--- src/rtl/scoreboard_register_file_if.sv ---
// Register-file bus: three read ports, one writeback port and the decode
// issue port with its scoreboard feedback.
interface scoreboard_register_file_if #(
    parameter int DBITS = 32,
    parameter int ABITS = 4
);
    logic [ABITS-1:0] rd;
    logic [ABITS-1:0] rs1;
    logic [ABITS-1:0] rs2;
    logic [DBITS-1:0] outd;
    logic [DBITS-1:0] out1;
    logic [DBITS-1:0] out2;
    logic             busyd;
    logic             busy1;
    logic             busy2;
    logic             wrtEn;
    logic [ABITS-1:0] wrtReg;
    logic [DBITS-1:0] wrtData;
    logic             issueEn;
    logic [ABITS-1:0] issueReg;
    logic             issueStall;
    logic             pendErr;

    // Pipeline side: drives addresses, writeback and issue requests.
    modport master (
        output rd, rs1, rs2, wrtEn, wrtReg, wrtData, issueEn, issueReg,
        input  outd, out1, out2, busyd, busy1, busy2, issueStall, pendErr
    );

    // Register file side.
    modport slave (
        input  rd, rs1, rs2, wrtEn, wrtReg, wrtData, issueEn, issueReg,
        output outd, out1, out2, busyd, busy1, busy2, issueStall, pendErr
    );
endinterface

--- src/rtl/scoreboard_register_file.sv ---
// Parametrised register file with three combinational read ports, one
// synchronous write port, optional write-to-read bypass, optional
// hardwired-zero r0 and a per-register pending-write scoreboard used by
// decode to stall on RAW/WAW hazards.
module scoreboard_register_file #(
    parameter int DBITS   = 32,
    parameter int ABITS   = 4,
    parameter int PBITS   = 2,
    parameter int ZERO_R0 = 0,
    parameter int BYPASS  = 1
) (
    input logic                   clk,
    input logic                   reset,
    scoreboard_register_file_if.slave bus
);
    localparam int             NREGS = 1 << ABITS;
    localparam bit             ZR    = (ZERO_R0 != 0);
    localparam bit             BP    = (BYPASS != 0);
    localparam logic [PBITS-1:0] PMAX = '1;

    logic [DBITS-1:0] regs    [NREGS];
    logic [PBITS-1:0] pending [NREGS];
    logic             pend_err_q;

    logic             wb_acc;
    logic             issue_stall;
    logic             issue_acc;
    logic [ABITS-1:0] raddr [3];
    logic [DBITS-1:0] rdata [3];
    logic             rbusy [3];

    // Accepted writeback / issue after r0 masking and saturation stall.
    // The stall looks only at the current count, so a same-cycle writeback
    // to a saturated register still stalls (conservative).
    always_comb begin
        wb_acc      = bus.wrtEn && !(ZR && (bus.wrtReg == '0));
        issue_stall = bus.issueEn && (pending[bus.issueReg] == PMAX);
        issue_acc   = bus.issueEn && !issue_stall && !(ZR && (bus.issueReg == '0));
    end

    // Read ports: data with optional bypass, busy after this cycle's writeback.
    always_comb begin
        raddr[0] = bus.rd;
        raddr[1] = bus.rs1;
        raddr[2] = bus.rs2;
        for (int p = 0; p < 3; p++) begin
            rdata[p] = regs[raddr[p]];
            rbusy[p] = (pending[raddr[p]] != '0);
            if (BP && bus.wrtEn && (bus.wrtReg == raddr[p])) begin
                rdata[p] = bus.wrtData;
            end
            // A bypassed writeback retires one outstanding write; a count
            // of 0 (underflow) cannot go lower, so it stays not-busy.
            if (BP && wb_acc && (bus.wrtReg == raddr[p]) && (pending[raddr[p]] == PBITS'(1))) begin
                rbusy[p] = 1'b0;
            end
            if (ZR && (raddr[p] == '0)) begin
                rdata[p] = '0;
                rbusy[p] = 1'b0;
            end
        end
    end

    assign bus.outd       = rdata[0];
    assign bus.out1       = rdata[1];
    assign bus.out2       = rdata[2];
    assign bus.busyd      = rbusy[0];
    assign bus.busy1      = rbusy[1];
    assign bus.busy2      = rbusy[2];
    assign bus.issueStall = issue_stall;
    assign bus.pendErr    = pend_err_q;

    // Data array write; a dropped r0 write never reaches the array.
    always_ff @(posedge clk or posedge reset) begin
        if (reset) begin
            for (int r = 0; r < NREGS; r++) begin
                regs[r] <= '0;
            end
        end else if (wb_acc) begin
            regs[bus.wrtReg] <= bus.wrtData;
        end
    end

    // Pending-write counters: +1 on accepted issue, -1 on writeback,
    // unchanged when both hit the same register; never wraps either way.
    always_ff @(posedge clk or posedge reset) begin
        if (reset) begin
            for (int r = 0; r < NREGS; r++) begin
                pending[r] <= '0;
            end
        end else begin
            for (int r = 0; r < NREGS; r++) begin
                logic inc;
                logic dec;
                inc = issue_acc && (bus.issueReg == ABITS'(r));
                dec = wb_acc && (bus.wrtReg == ABITS'(r)) && (pending[r] != '0);
                if (inc && !dec) begin
                    pending[r] <= pending[r] + PBITS'(1);
                end else if (dec && !inc) begin
                    pending[r] <= pending[r] - PBITS'(1);
                end
            end
        end
    end

    // Sticky flag for a writeback that had no outstanding issue.
    always_ff @(posedge clk or posedge reset) begin
        if (reset) begin
            pend_err_q <= 1'b0;
        end else if (wb_acc && (pending[bus.wrtReg] == '0)) begin
            pend_err_q <= 1'b1;
        end
    end
endmodule

--- src/flat_wrapper.sv ---
// flat-port wrapper written by rule: the top's interface ports become plain ports
module scoreboard_register_file_flat 
#(
    parameter int DBITS   = 32,
    parameter int ABITS   = 4,
    parameter int PBITS   = 2,
    parameter int ZERO_R0 = 0,
    parameter int BYPASS  = 1
)
  (clk, reset, bus_rd, bus_rs1, bus_rs2, bus_wrtEn, bus_wrtReg, bus_wrtData, bus_issueEn, bus_issueReg, bus_outd, bus_out1, bus_out2, bus_busyd, bus_busy1, bus_busy2, bus_issueStall, bus_pendErr);
  scoreboard_register_file_if #(.DBITS(DBITS), .ABITS(ABITS)) bus_i ();
  input logic clk;
  input logic reset;
  input wire logic [$bits(bus_i.rd)-1:0] bus_rd;
  input wire logic [$bits(bus_i.rs1)-1:0] bus_rs1;
  input wire logic [$bits(bus_i.rs2)-1:0] bus_rs2;
  input wire logic [$bits(bus_i.wrtEn)-1:0] bus_wrtEn;
  input wire logic [$bits(bus_i.wrtReg)-1:0] bus_wrtReg;
  input wire logic [$bits(bus_i.wrtData)-1:0] bus_wrtData;
  input wire logic [$bits(bus_i.issueEn)-1:0] bus_issueEn;
  input wire logic [$bits(bus_i.issueReg)-1:0] bus_issueReg;
  output wire logic [$bits(bus_i.outd)-1:0] bus_outd;
  output wire logic [$bits(bus_i.out1)-1:0] bus_out1;
  output wire logic [$bits(bus_i.out2)-1:0] bus_out2;
  output wire logic [$bits(bus_i.busyd)-1:0] bus_busyd;
  output wire logic [$bits(bus_i.busy1)-1:0] bus_busy1;
  output wire logic [$bits(bus_i.busy2)-1:0] bus_busy2;
  output wire logic [$bits(bus_i.issueStall)-1:0] bus_issueStall;
  output wire logic [$bits(bus_i.pendErr)-1:0] bus_pendErr;
  assign bus_i.rd = bus_rd;
  assign bus_i.rs1 = bus_rs1;
  assign bus_i.rs2 = bus_rs2;
  assign bus_i.wrtEn = bus_wrtEn;
  assign bus_i.wrtReg = bus_wrtReg;
  assign bus_i.wrtData = bus_wrtData;
  assign bus_i.issueEn = bus_issueEn;
  assign bus_i.issueReg = bus_issueReg;
  assign bus_outd = bus_i.outd;
  assign bus_out1 = bus_i.out1;
  assign bus_out2 = bus_i.out2;
  assign bus_busyd = bus_i.busyd;
  assign bus_busy1 = bus_i.busy1;
  assign bus_busy2 = bus_i.busy2;
  assign bus_issueStall = bus_i.issueStall;
  assign bus_pendErr = bus_i.pendErr;
  scoreboard_register_file #(.DBITS(DBITS), .ABITS(ABITS), .PBITS(PBITS), .ZERO_R0(ZERO_R0), .BYPASS(BYPASS)) u_core (.clk(clk), .reset(reset), .bus(bus_i));
endmodule
--- config.mk ---
export PLATFORM = sky130hd
export DESIGN_NAME = scoreboard_register_file_flat
export DESIGN_NICKNAME = d
export VERILOG_FILES = /design/src/rtl/scoreboard_register_file_if.sv /design/src/rtl/scoreboard_register_file.sv /design/src/flat_wrapper.sv
export SDC_FILE = /design/constraint.sdc
export NUM_CORES = 1
export LEC_CHECK = 0
export ABC_AREA = 0
export CAP_MARGIN = 15
export CORE_ASPECT_RATIO = 0.6
export CORE_MARGIN = 2
export CORE_UTILIZATION = 35
export CTS_BUF_LIST = sky130_fd_sc_hd__clkbuf_8
export CTS_CLUSTER_SIZE = 14
export DETAILED_ROUTE_END_ITERATION = 12
export SETUP_SLACK_MARGIN = 0.05
export SYNTH_ARGS = -nofsm -noshare
export SYNTH_HDL_FRONTEND = slang
export SYNTH_SLANG_ARGS = --single-unit
--- constraint.sdc ---
create_clock -name clk -period 60.3 [get_ports clk]
set_input_delay 18.09 -clock clk [delete_from_list [all_inputs] [get_ports clk]]
set_output_delay 18.09 -clock clk [all_outputs]
set_load 0.005 [all_outputs]
==> results.txt <==
The switching power came out at 423 uW. The maximum count of clock buffers along a single path is 3. The summed negative setup slack over all endpoints came out at 0 ns.

The leakage power is 0.0155 uW. The effective utilization at floorplan is 35.4%. The number of clock buffers added by TritonCTS is 93.

The detailed-placement wirelength estimate is 64300 um. The TritonCTS sink count is 545. The x dimension of the die came out at 411 um. The max capacitance violation total came out at 0. The reg2reg setup slack came out at 58.09 ns. The flow ran to the end, and the final reports show no timing, DRC or antenna violations. The sequential share of power came out at 42.4%.

The post-CTS setup buffer count is 0. Pin placement for this block handled 157 I/O pins. The critical path is of the in -> out type. The number of endpoints with negative hold slack in the final report is 0.

The via count of the first global-routing pass is 25067. In this run, synthesis produced a sequential element count of 545. A synthesized cell averages 14.6 sq um. Dividing the detail-routed wire length by the instance count gives 30.3 um. The count of warnings emitted by yosys is 0. The most used flip-flop cell after synthesis is dfrtp_1. After synthesis, the largest area contributor takes up 39.2% of total cell area.

The worst setup path is captured at an output pin. The number of routed nets with antenna violations is 0. The sequential cell area fraction in the yosys report is 39.2%. The synthesized netlist occupies a cell area of 34800 sq um. The number of DRC markers in iteration 0 came out at 2475. Entering global routing, the biggest net connects 119 pins. The area of the die came out at 102000 sq um. The number of antenna violations at the first check in global routing is 4. The count of standard-cell rows is 89. Routability-driven placement finished with a final weighted congestion of 0.860. The number of detailed-routing iterations run before antenna repair came out at 5. Summing over every cut layer, the via total after detailed routing is 23850. The number of enable flip-flop cells after synthesis is 0. Counting flops with an async set or reset pin after synthesis yields a share of 100%. The total global routing overflow is 0. The overall track demand over capacity in global routing came out at 22.6%.

The TritonCTS clock tree is built. The DRC violation count after routing is 0. The max-slew violation total from the final report is 0. Of the cells placed in the final design, the portion with a size suffix greater than 1 is 47.0%. Input and output buffers added on the ports amount to 156. Between clock sinks in the finished design, the worst skew comes to 0.0135 ns.

In the post-synthesis netlist, the biggest area contributors are dfrtp_1, mux4_2, mux2_2, a22oi_1, mux2_1. The total power draw came out at 1330 uW. The clock latency on the worst-skew pair came out at 0.71 ns. The number of hold buffers added after CTS came out at 0. The register clock-pin slew on the reported worst setup and hold paths came out at 0.05 ns. Yosys instantiated no cell more often than dfrtp_1. The worst IR drop on VDD came out at 13.2 uV. The critical path startpoint category is an input port. The number of different library cells in the post-synthesis netlist came out at 41. The combinational share of power came out at 30.7%.

The clock network is responsible for 26.9% of the overall power. The post-route fraction of the period consumed by the critical path came out at 65.5%. The tightest min-delay check is of the reg -> reg type.

The chip height came out at 248 um. The worst-margin pin slew is 1.13 ns. Of the total power, the share spent switching nets is 31.7%. Headroom to the max-slew limit came out at 24.6%.

The first-pass GRT wire length is 171000 um. The data arrival time of the critical path is 21.41 ns. In this run, post-CTS repair resized a total of 0 instances. The area overhead of the layout relative to synthesis came out at 12.4%. Synthesis produced a netlist with a net count of 2465. The maximum fanout count along the critical path is 31. The region available for standard cell placement spans 98400 sq um. The total of endpoints with negative setup slack in the final report came out at 0. The biggest area contributor in the post-synthesis netlist is dfrtp_1. The power density normalized to cell area came out at 34.0 nW/um^2. The post-route minimum period came out at 39.50 ns.

The clock tree synthesis step divided the H-tree into 3 levels. The final net count came out at 2478. Clock tree synthesis selected as its root buffer the cell clkbuf_8.

By count the netlist is led by dfrtp_1, mux2_2, mux4_2. The gate count of the mapped netlist is 2393. Setup repair after global routing left no endpoint under its margin. The required time of the critical path is 42.21 ns. The average via count per standard cell is 6.28. The total wire length after detailed routing came out at 115000 um.

The achievable frequency came out at 25.3 MHz. The internal portion of the total power is 910 uW.
worst max-delay path, stage by stage:
cell,delay (ns)
clkdlybuf4s50_1,1.22
and2_2,0.30
buf_4,0.65
a22oi_1,0.21
nand2_1,0.22
mux2_2,0.19
clkdlybuf4s50_1,0.50
layout by cell type (no fill, tap or decap), types with 41 or more instances in the layout:
cell type	count
mux2_2	519
nand2_1	113
xor2_1	41
buf_4	54
mux4_2	416
clkbuf_8	121
dfrtp_1	545
nor2_1	47
clkdlybuf4s50_1	150
a22oi_1	186
mux2_1	91
worst paths after layout:
kind,cells after the start,startpoint,to
setup / recovery,7,bus_rs1[2],bus_out1[5]
hold / removal,2,u_core.bus.pendErr,u_core.bus.pendErr
setup reg to reg,7,u_core.pending[26],u_core.pending[27]
hold reg to reg,2,u_core.bus.pendErr,u_core.bus.pendErr
max in group asynchronous,4,reset,u_core.regs[116]
min in group asynchronous,2,reset,u_core.regs[259]
metal layers:
layer / track usage, % / part of all wire [%] / up-vias
met2: 35.2 / 46 / 1298
met3: 5.55 / 8.6 / 287
met4: 8.26 / 3.5 / 4
met5: 0 / 0.024 / -
li1: - / - / 9434
met1: 30.7 / 42 / 12827
sequential cells by signal, indices dropped and copies added (netlist names):
name / count
u_core.pending: 32
u_core.bus.pendErr: 1
u_core.regs: 512
layout make-up:
type,count,area (sq um)
clock inverter,45,319
fill,8998,59300
clock buffer,118,1620
sequential,545,13600
tap,1319,1650
timing repair buffer,210,1980
inverter,5,26.3
antenna,2,5.00
multi-input combinational,1551,19900
through the flow:
step	hold slack [ns]	util, %	setup WS [ns]	cells	instance area [sq um]
2_1_floorplan	0.454	-	22.57	2393	34800
3_3_place_gp	0.473	37.8	20.72	3630	37200
3_5_place_dp	0.482	37.8	20.76	3630	37200
4_1_cts	0.495	39.8	20.76	3793	39100
5_1_grt	0.500	39.8	20.53	3795	39100
6_report	0.492	39.8	20.80	3795	39100
power groups by stage:
stage / clock (uW) / sequential (uW) / combinational (uW)
detailed placement: 0 / 565 / 409
global route: 382 / 577 / 438
finish: 358 / 565 / 410
CTS: 365 / 559 / 411
global placement: 0 / 551 / 400
floorplan: 0 / 520 / 311
cells by family (layout without fill, tap and decap cells):
logic type / count (synthesis) / after routing / share of synthesized area (%)
DFF: 545 / 545 / 39.2
AOI/OAI and AO/OA: 216 / 216 / 4.58
adders and majority gates: 16 / 16 / 0.575
muxes: 1038 / 1038 / 47.2
and+or+nand+nor: 221 / 221 / 2.85
other: 0 / 2 / 0
xor gates and xnor gates: 60 / 60 / 1.51
buffers and inverters: 297 / 378 / 4.12
No activity file was read; power rests on OpenSTA's default activity.
